<file path="config.mk">
export PLATFORM = sky130hd
export DESIGN_NAME = div_seq_mnbit
export DESIGN_NICKNAME = d
export VERILOG_FILES = /design/src/rtl/div_seq_mnbit.sv
export SDC_FILE = /design/constraint.sdc
export NUM_CORES = 1
export LEC_CHECK = 0
export CAP_MARGIN = 20
export CORE_MARGIN = 2
export CORE_UTILIZATION = 45
export CTS_CLUSTER_SIZE = 14
export DETAILED_ROUTE_END_ITERATION = 8
export MAX_ROUTING_LAYER = met4
export PLACE_DENSITY = 0.7
export SETUP_SLACK_MARGIN = 0.3
export SLEW_MARGIN = 20
export SYNTH_ARGS = -nofsm -noshare
export SYNTH_HDL_FRONTEND = slang
export SYNTH_SLANG_ARGS = --single-unit
export TNS_END_PERCENT = 1
</file>
<file path="constraint.sdc">
create_clock -name clk -period 1.99 [get_ports clk]
set_input_delay 0.199 -clock clk [delete_from_list [all_inputs] [get_ports clk]]
set_output_delay 0.199 -clock clk [all_outputs]
set_load 0.01 [all_outputs]
</file>
<file path="src/rtl/div_seq_mnbit.sv">
// div_seq_mnbit -- sequential restoring divider, one quotient bit per clock.
//
// Ports
//   clk          single clock, rising edge
//   rst_n        asynchronous active-low reset
//   start        begin a division (sampled in IDLE only)
//   A [M-1:0]    unsigned dividend
//   B [N-1:0]    unsigned divisor
//   Quot [M-1:0] unsigned quotient, registered, updated on entry to DONE
//   Rem [N-1:0]  unsigned remainder, registered, updated on entry to DONE
//   busy         high while the iterations run
//   done         one-cycle pulse, Quot/Rem/div_by_zero valid
//   div_by_zero  latched divisor was zero (Quot = all ones, Rem = 0)
//
// state  | meaning
// -------+-----------------------------------------------------------
// S_IDLE | waiting for start; operands latched on the accepting edge
// S_CALC | M restoring steps, dividend MSB first
// S_DONE | result registers valid, done pulse, back to S_IDLE

module div_seq_mnbit #(
   parameter int M = 4,
   parameter int N = 4
) (
   input  logic         clk,
   input  logic         rst_n,
   input  logic         start,
   input  logic [M-1:0] A,
   input  logic [N-1:0] B,
   output logic [M-1:0] Quot,
   output logic [N-1:0] Rem,
   output logic         busy,
   output logic         done,
   output logic         div_by_zero
);

   localparam int CW = (M > 1) ? $clog2(M) : 1;

   typedef enum logic [1:0] {
      S_IDLE,
      S_CALC,
      S_DONE
   } state_t;

   state_t         state_q;
   logic [M-1:0]   dvd_q;    // dividend bits shift out the top, quotient bits in at the bottom
   logic [N-1:0]   dvs_q;
   logic [N:0]     prem_q;
   logic [CW-1:0]  cnt_q;
   logic [M-1:0]   quot_q;
   logic [N-1:0]   rem_q;
   logic           busy_q;
   logic           done_q;
   logic           dbz_q;

   logic [N+1:0]   diff_d;
   logic           qbit_d;
   logic [N:0]     prem_d;
   logic [M-1:0]   dvd_d;

   // The partial remainder stays below the divisor, so the shifted value
   // fits in N+1 bits; one extra bit on the difference carries the sign.
   always_comb begin
      diff_d = {prem_q, dvd_q[M-1]} - {2'b00, dvs_q};
      qbit_d = ~diff_d[N+1];
      prem_d = qbit_d ? diff_d[N:0] : {prem_q[N-1:0], dvd_q[M-1]};
      dvd_d  = {dvd_q[M-2:0], qbit_d};
   end

   always_ff @(posedge clk or negedge rst_n) begin
      if (!rst_n) begin
         state_q <= S_IDLE;
         dvd_q   <= '0;
         dvs_q   <= '0;
         prem_q  <= '0;
         cnt_q   <= '0;
         quot_q  <= '0;
         rem_q   <= '0;
         busy_q  <= 1'b0;
         done_q  <= 1'b0;
         dbz_q   <= 1'b0;
      end else begin
         done_q <= 1'b0;
         case (state_q)
            S_IDLE: begin
               if (start) begin
                  dvd_q  <= A;
                  dvs_q  <= B;
                  prem_q <= '0;
                  cnt_q  <= CW'(M - 1);
                  if (B == '0) begin
                     state_q <= S_DONE;
                     quot_q  <= '1;
                     rem_q   <= '0;
                     dbz_q   <= 1'b1;
                     done_q  <= 1'b1;
                  end else begin
                     state_q <= S_CALC;
                     busy_q  <= 1'b1;
                  end
               end
            end
            S_CALC: begin
               dvd_q  <= dvd_d;
               prem_q <= prem_d;
               cnt_q  <= cnt_q - CW'(1);
               // Terminal count: this step produces the last quotient bit,
               // so load the result registers straight from the step logic.
               if (cnt_q == '0) begin
                  state_q <= S_DONE;
                  busy_q  <= 1'b0;
                  done_q  <= 1'b1;
                  quot_q  <= dvd_d;
                  rem_q   <= prem_d[N-1:0];
                  dbz_q   <= 1'b0;
               end
            end
            S_DONE: begin
               state_q <= S_IDLE;
            end
            default: begin
               state_q <= S_IDLE;
               busy_q  <= 1'b0;
            end
         endcase
      end
   end

   assign Quot        = quot_q;
   assign Rem         = rem_q;
   assign busy        = busy_q;
   assign done        = done_q;
   assign div_by_zero = dbz_q;

endmodule
</file>
## After elaboration in Yosys (flattened, before gate mapping)

Cells that the tools add are included.

| cells by class | value |
|---|---|
| $add $sub $neg | 2 |
| reduce and logical (&&, ||, !) cells | 9 |
| equality and inequality tests | 6 |
| bitwise operators | 2 |
| mux-type cells | 30 |

Operator list:

| cell | number |
|---|---|
| 4-bit two-way mux | 7 |
| 4-bit case mux with 2 select lines | 3 |
| 5-bit two-way mux | 2 |
| 5-bit case mux with 2 select lines | 1 |
| 1-bit two-way mux | 8 |
| 2-bit two-way mux | 4 |
| 2-bit inequality test (second input constant) | 4 |
| 2-bit case mux with 2 select lines | 2 |
| 4-bit AND reduction | 2 |
| 2-bit AND reduction | 3 |
| 6-bit by 4-bit subtractor with 6-bit output | 1 |
| 2-bit zero test | 2 |
| 4-bit zero test | 1 |
| 1-bit case mux with 2 select lines | 2 |
| 1-bit case mux with 3 select lines | 1 |
| 2-bit by 1-bit == test with 1-bit output (second input constant) | 1 |
| 2-bit == test (second input constant) | 1 |
| 1-bit inverter | 2 |
| 2-bit nonzero test | 1 |
| 2-bit by 1-bit subtractor with 2-bit output (second input constant) | 1 |

| storage, ports and cells | value |
|---|---|
| input port bits | 11 |
| bits in registers | 28 |
| logic and storage cells | 59 |

## Longest topological paths before layout

Gate-level depths: netlist of the first run.

| logic depth | value |
|---|---|
| word-level depth | 4 |
| gate-level depth with buffers | 8 |
| mapped depth without buffers | 8 |

## Least setup slack after synthesis of the first run

Ideal clock, no wire load.

| path | value |
|---|---|
| path type | register to register |
| start point | register dvd_q[3] |
| end point | register prem_q[4] |
| setup time | 0.069 ns |
| path slack | 0.087 ns |
| period minus slack after synthesis | 1.903 ns |
| arrival | 1.834 ns |
| required time | 1.921 ns |
| stages on the path, launching flop included | 9 |
| cells stage by stage | dfrtp_1 inv_1 ha_1 inv_1 fa_1 a21o_2 a2111oi_0 o2111ai_1 nand3_1 |

| on the way | value |
|---|---|
| word-level cells in the longest chain between the ends | 3 |

Ends and longest elaborated chain:

| what | line | source |
|---|---|---|
| start, declared | 46 | `logic [M-1:0] dvd_q;` |
| start signal, assigned | 104 | `dvd_q <= dvd_d;` |
| 6-bit by 4-bit subtractor with 6-bit output | 64 | `diff_d = {prem_q, dvd_q[M-1]} - {2'b00, dvs_q};` |
| 5-bit two-way mux | 66 | `prem_d = qbit_d ? diff_d[N:0] : {prem_q[N-1:0], dvd_q[M-1]};` |
| 5-bit case mux with 2 select lines | 84 | `case (state_q)` |
| end signal, assigned | 105 | `prem_q <= prem_d;` |
| end, declared | 48 | `logic [N:0] prem_q;` |

No other way between the ends.
A chain may end at the register's enable or synchronous reset.

## Worst setup path in the final report of the first run

| path | value |
|---|---|
| start point | register prem_q[1] |
| end point | register rem_q[0] (netlist: Rem[0]) |

| on the way | value |
|---|---|
| word-level cells in the longest chain between the ends | 4 |

Ends and longest elaborated chain:

| what | line | source |
|---|---|---|
| 6-bit by 4-bit subtractor with 6-bit output | 64 |  |
| 5-bit two-way mux | 66 |  |
| 4-bit two-way mux | 109 | `if (cnt_q == '0) begin` |
| 4-bit case mux with 2 select lines | 84 |  |
| end signal, assigned | 114 | `rem_q <= prem_d[N-1:0];` |
| end, declared | 51 | `logic [N-1:0] rem_q;` |

No other way between the ends. The select of a mux whose other input is x is not followed.

==> reports/results.tsv, run 1 <==
metric	value	unit
outcome	finished clean	
synth_fp_nets	180	
setup_viol	0	
drv_cap	0	
wire_per_inst	16.3	µm
dr.pass1.iters	4	
cpPeakStageDelay	0.45	ns
ys_top_cells_by_count	dfrtp_1, nand2_1, nor2_1	
die_w	62.9	µm
async_flop_share	100	%
busiest_layer	met2	
fin_skew	0.00296	ns
syn_to_final_growth	41.9	%
synth_cells	163	
cts_root_buf	clkbuf_4	
die_y	62.9	µm
avgSynthCellArea	9.58	µm²
syn-cell-area	1560	µm²
via_per_inst	5.63	
synth_edf_count	0	
synth.most_common_cell	dfrtp_1	
diodes	0	
drc_errors	0	
fp.dieArea	3960	µm²
cellPowerDensity	1950	nW/µm²
drive_gt1_share	28.4	%
crit_type	reg -> reg	
worstMarginPinSlew	0.429	ns
fmax	0.520	GHz
p_leak	0.000958	µW
hold_ws	0.210	ns
hold_buffers	0	
hold_viol_final	0	
cts.reportedPaths.clkPinSlew	0.15	ns
cts_tree	done	
path_cells	ha_4 -> or2_1 -> o221a_1 -> buf_6 -> o211a_4 -> o311ai_4	
required	2.25	ns
seq_area_frac_synth	44.9	%
vdd_ir_drop_max	0.000751	V
final.period_utilization	96.7	%
first_iter_violations	126	
grt_max_degree	29	
slew_viol_final	0	
yosys.area.top_type	dfrtp_1	
cpLargestDelayFamily	compound AO/OA/AOI/OAI gates	
crit_buf_inv	1	
cts_buffers	3	
crit_start	prem_q[1]	
rsz0062_at_grt	yes	
hp-class	in -> async	
ant_nets	0	
core_area	3340	µm²
synthTopCellsByArea	dfrtp_1, nand2_1, ha_1, o2111ai_1, nor2_1	
antenna_found_initial	0	
worstPathMaxFanout	8	
drt-total-wl	4200	µm
ys_seq_elements	28	
start_util	46.8	%
grtUsageMet1	30.9	%
synth_top_area_share	44.9	%
slowest_stage	dfrtp_1	
met2_usage	36.2	%
grt_util_met3	3.06	%
clk_latency	0.34	ns
fin_crit	1.92	ns
io_buffer_count	21	
start_kind	flip-flop	
rows	21	
via_count	1447	
htree_levels	1	
cts_buffer_depth	2	
grt_usage	22.8	%
slew_headroom	71.4	%
ys_warn_count	0	
timing.rr.start	prem_q[1]	
gp_congestion	0.973	
synth_ff_type	dfrtp_1	
final_util	66.4	%
synth.distinct_cells	43	
grt_overflow	0	
cts_sinks	28	
arrival	2.18	ns
crit_path_end_kind	flip-flop	
grt_pass1_wl	6960	µm
pin_count	22	
dp_hpwl	2730	µm
grt_pass1_vias	1346	
final_nets	229	
==> worst reg2reg max path: stages, from the launching register on <==
cell and delay (ns):
dfrtp_1 0.45, ha_4 0.17, or2_1 0.25, o221a_1 0.27
buf_6 0.16, o211a_4 0.27, o311ai_4 0.27
==> placed cells by master (no fill, tap or decap), drive strengths merged, types with 2 or more instances in the layout <==
cell,count
a21oi,7
o211ai,6
nand2b,2
o31ai,2
and3,3
dfrtp,28
clkdlybuf4s50,21
nand2,24
a21o,2
buf,32
nand3,9
clkbuf,3
o2111ai,8
ha,5
a31oi,6
nor2,11
inv,9
o21ai,8
and2,2
nor2b,2
nand3b,2
==> cell families (layout without fill, tap and decap cells) <==
logic type / Yosys count / after routing / synth area share (%)
simple gates: 63 / 63 / 20.2
compound gates: 46 / 46 / 22.7
buf+inv: 19 / 67 / 6.41
xor+xnor: 1 / 1 / 0.561
fa+ha+maj: 6 / 6 / 5.29
flops: 28 / 28 / 44.9
==> where the power goes <==
group / switching (µW) / internal [µW] / total (µW)
logic: 1460 / 1440 / 2900
registers: 205 / 830 / 1040
clock network: 179 / 204 / 383
total: 1840 / 2480 / 4320
==> sequential cells by signal, indices dropped and copies added (netlist names), 2 cells and up <==
| register | count |
|---|---|
| dvs_q | 4 |
| Quot | 4 |
| dvd_q | 4 |
| state_q | 2 |
| cnt_q | 2 |
| prem_q | 5 |
| Rem | 4 |
==> metal layers <==
layer	vias up	part of all wire (%)
met3	7	4.2
li1	689	-
met5	-	0
met2	43	49
met4	0	1.3
met1	708	46
==> timing repair <==
action	in CTS	in global routing
setup endpoints to repair	11	12
gates resized for setup	11	16
pin swaps	11	12
buffers inserted	13	2
gates cloned	0	0
==> area by class of cell <==
type	instances	area (µm²)
fillers	254	1120
multi-input cells	116	878
flip-flops and latches	28	701
repair buffers	53	477
well taps	46	57.6
inverters	10	50.0
clock inverters	1	30.0
clock buffers	3	22.5
==> path summary, 6_finish.rpt <==
| check | to | slack (ns) | depth (start not counted) |
|---|---|---|---|
| setup / recovery | Rem[0] | 0.07 | 6 |
| setup reg to reg | Rem[0] | 0.07 | 6 |
| hold reg to reg | cnt_q[0] | 0.49 | 1 |
| max in group asynchronous | dvs_q[0] | 1.52 | 2 |
| hold / removal | prem_q[3] | 0.21 | 2 |
| min in group clk | dvd_q[2] | 0.41 | 3 |
==> through the flow <==
stage	instance area (µm²)	power, µW	setup slack, ns	TNS [ns]	instances
after floorplan	1570	2490	0.193	0	163
after global placement	1920	3180	0.104	0	238
after detailed placement	1920	3230	0.0601	0	238
after CTS	2120	3970	0.0718	0	255
after global routing	2220	4630	-0.00659	-0.00659	257
final	2220	4320	0.0659	0	257
No activity file was read; power rests on OpenSTA's default activity.
==> inputs of run 2 (changes only) <==
--- a/config.mk
+++ b/config.mk
@@ -10,6 +10,7 @@
 export CORE_UTILIZATION = 45
 export CTS_CLUSTER_SIZE = 14
 export DETAILED_ROUTE_END_ITERATION = 8
+export GPL_TIMING_DRIVEN = 1
 export MAX_ROUTING_LAYER = met4
 export PLACE_DENSITY = 0.7
 export SETUP_SLACK_MARGIN = 0.3
==> results of run 2 <==
The final DEF is identical to that of run 1; final timing and power are the same.
==> inputs of run 3 (changes only) <==
--- a/config.mk
+++ b/config.mk
@@ -7,12 +7,11 @@
 export LEC_CHECK = 0
 export CAP_MARGIN = 20
 export CORE_MARGIN = 2
-export CORE_UTILIZATION = 45
+export CORE_UTILIZATION = 30
 export CTS_CLUSTER_SIZE = 14
 export DETAILED_ROUTE_END_ITERATION = 8
 export GPL_TIMING_DRIVEN = 1
 export MAX_ROUTING_LAYER = met4
-export PLACE_DENSITY = 0.7
 export SETUP_SLACK_MARGIN = 0.3
 export SLEW_MARGIN = 20
 export SYNTH_ARGS = -nofsm -noshare
==> reports/results.tsv, run 3 (synthesis results as in run 1) <==
metric	value	unit	change
clockPowerShare	9.6	%	+0.7 points
antenna_found_initial	0		unchanged
p_int	2160	µW	-13%
drive_gt1_share	20.1	%	-8.3 points
htree_levels	1		unchanged
hold_ws	0.303	ns	+0.0934 ns
die_y	76.1	µm	+21%
vdd_ir_drop_max	0.000688	V	-8.4%
cpPeakStageDelay	0.37	ns	-0.08 ns
via_count	1345		-7.0%
wire_per_inst	13.7	µm	-16%
mostFrequentLayoutCell	dfrtp_1		
hp-class	in -> async		
ant_nets	0		unchanged
cp-endpoint	Rem[0]		
arrival	2.01	ns	-0.17 ns
crit_path_end_kind	flip-flop		
fmax	0.547	GHz	+5.3%
required	2.17	ns	-0.08 ns
setup_viol	0		unchanged
path_cells	inv_1 -> ha_1 -> nor2b_1 -> o221a_1 -> buf_4 -> o211a_4 -> o311ai_2		
grt_max_degree	29		unchanged
cts_tree	done		
first_iter_violations	83		-34%
cts_sinks	28		unchanged
cp.depth	7		+1
rows	26		+24%
drv_cap	0		unchanged
grt_overflow	0		unchanged
largest_reg_flops	5		unchanged
cts_buffers	3		unchanged
cpLargestDelayFamily	compound AO/OA/AOI/OAI gates		
final.period_utilization	91.8	%	-4.9 points
worstPathMaxFanout	6		-2
cts_root_buf	clkbuf_8		
comb_power_share	63.2	%	-4.0 points
fin_crit	1.83	ns	-0.0975 ns
cellPowerDensity	1820	nW/µm²	-6.8%
diodes	0		unchanged
slowest_stage	dfrtp_1		
fin_skew	0.00436	ns	+0.00140 ns
p_seq_share	27.3	%	+3.3 points
slew_viol_final	0		unchanged
via_per_inst	5.00		-11%
io_buffer_count	21		unchanged
syn_to_final_growth	31.5	%	
dp_hpwl	2760	µm	+0.94%
fp.dieArea	5800	µm²	+47%
slew_headroom	54.2	%	-17 points
clk_latency	0.28	ns	-0.06 ns
cts_buffer_depth	2		unchanged
rsz0062_at_grt	yes		
switching_share	42.2	%	-0.47 points
crit_start	dvs_q[1]		
start_util	30.8	%	-16 points
r2r_cells	7		+1
grt_pass1_wl	6620	µm	-4.8%
crit_type	reg -> reg		
core_area	5070	µm²	+52%
r2r-end	Rem[0]		
pin_count	22		unchanged
grt_pass1_vias	1324		-1.6%
final_cell_mix	dfrtp_1, nand2_1, clkdlybuf4s50_1		
final_nets	217		-5.2%
fin_setup_tns	0	ns	unchanged
cts.reportedPaths.clkPinSlew	0.10	ns	-0.05 ns
reg2reg_setup_slack	0.16	ns	+0.10 ns
timing.rr.start	dvs_q[1]		
die_w	76.1	µm	+21%
drc_errors	0		unchanged
gp_congestion	0.878		-9.7%
start_kind	flip-flop		
drt-total-wl	3690	µm	-12%
outcome	finished clean		
p_leak	0.000870	µW	-9.2%
hold_viol_final	0		unchanged
regMostFlops	prem_q		
dr.pass1.iters	4		unchanged
worstMarginPinSlew	0.687	ns	+0.257 ns
p_sw	1580	µW	-15%
crit_buf_inv	2		+1
grt_usage	14.5	%	-8.2 points
==> run 3: changes by cell type in the layout (fill, tap and decap cells not counted), sizes merged <==
cell | previous run | this run
buf | 32 | 20
clkbuf | 3 | 4
bufinv | 1 | 0
==> run 3: worst register-to-register path, cell delays in order, from the launching register on <==
cell	delay [ns]
dfrtp_1	0.37
inv_1	0.08
ha_1	0.22
nor2b_1	0.16
o221a_1	0.25
buf_4	0.16
o211a_4	0.28
o311ai_2	0.21
==> run 3: worst min-delay path by stage <==
stage | cells after the start | endpoint | slack [ns] | startpoint
6_report | 2 | div_by_zero | 0.30 | rst_n
5_1_grt | 2 | div_by_zero | 0.33 | rst_n
4_1_cts | 2 | prem_q[4] | 0.31 | rst_n
3_5_place_dp | 1 | cnt_q[0] | 0.47 | cnt_q[0]
3_3_place_gp | 1 | cnt_q[0] | 0.46 | cnt_q[0]
2_1_floorplan | 0 | Quot[0] | -0.1 | rst_n
==> run 3: per-stage QoR <==
step	instance area [µm²]	worst slack (ns)	cells	power [µW]	util, %
after CTS	2040	0.0955	269	3720	40.2
final	2050	0.163	269	3730	40.5
after global placement	1950	0.134	262	3230	38.3
after detailed placement	1950	0.0811	262	3250	38.3
after floorplan	1570	0.193	163	2490	-
after global routing	2050	0.0756	269	4100	40.5
==> run 3: layout make-up <==
class | instances | area (µm²)
fill | 522 | 3020
multi-input combinational | 116 | 796
sequential | 28 | 701
timing repair buffer | 41 | 364
tap | 70 | 87.6
clock buffer | 4 | 55.1
inverter | 10 | 50.0
==> run 3: layer usage <==
| layer | up-vias | global-route usage [%] | share of wire [%] |
|---|---|---|---|
| met5 | - | - | 0 |
| met4 | 0 | 2.73 | 0.62 |
| met3 | 4 | 3.08 | 3.8 |
| met2 | 25 | 20.6 | 43 |
| met1 | 649 | 21.6 | 53 |
| li1 | 667 | - | - |
==> run 3: power groups by stage <==
| stage | combinational, µW | clock (µW) | sequential (µW) |
|---|---|---|---|
| final | 2360 | 358 | 1020 |
| after global routing | 2650 | 398 | 1060 |
| after CTS | 2330 | 374 | 1020 |
| after detailed placement | 2220 | 0 | 1030 |
| after global placement | 2210 | 0 | 1020 |
| after floorplan | 1460 | 0 | 1030 |
==> run 3: what timing repair did <==
item	4_1_cts	5_1_grt
pin swaps	7	5
hold endpoints to repair	0	0
gates cloned	0	0
resized for setup	4	3
setup endpoints to repair	11	11
buffers inserted	3	0
hold buffers	0	0
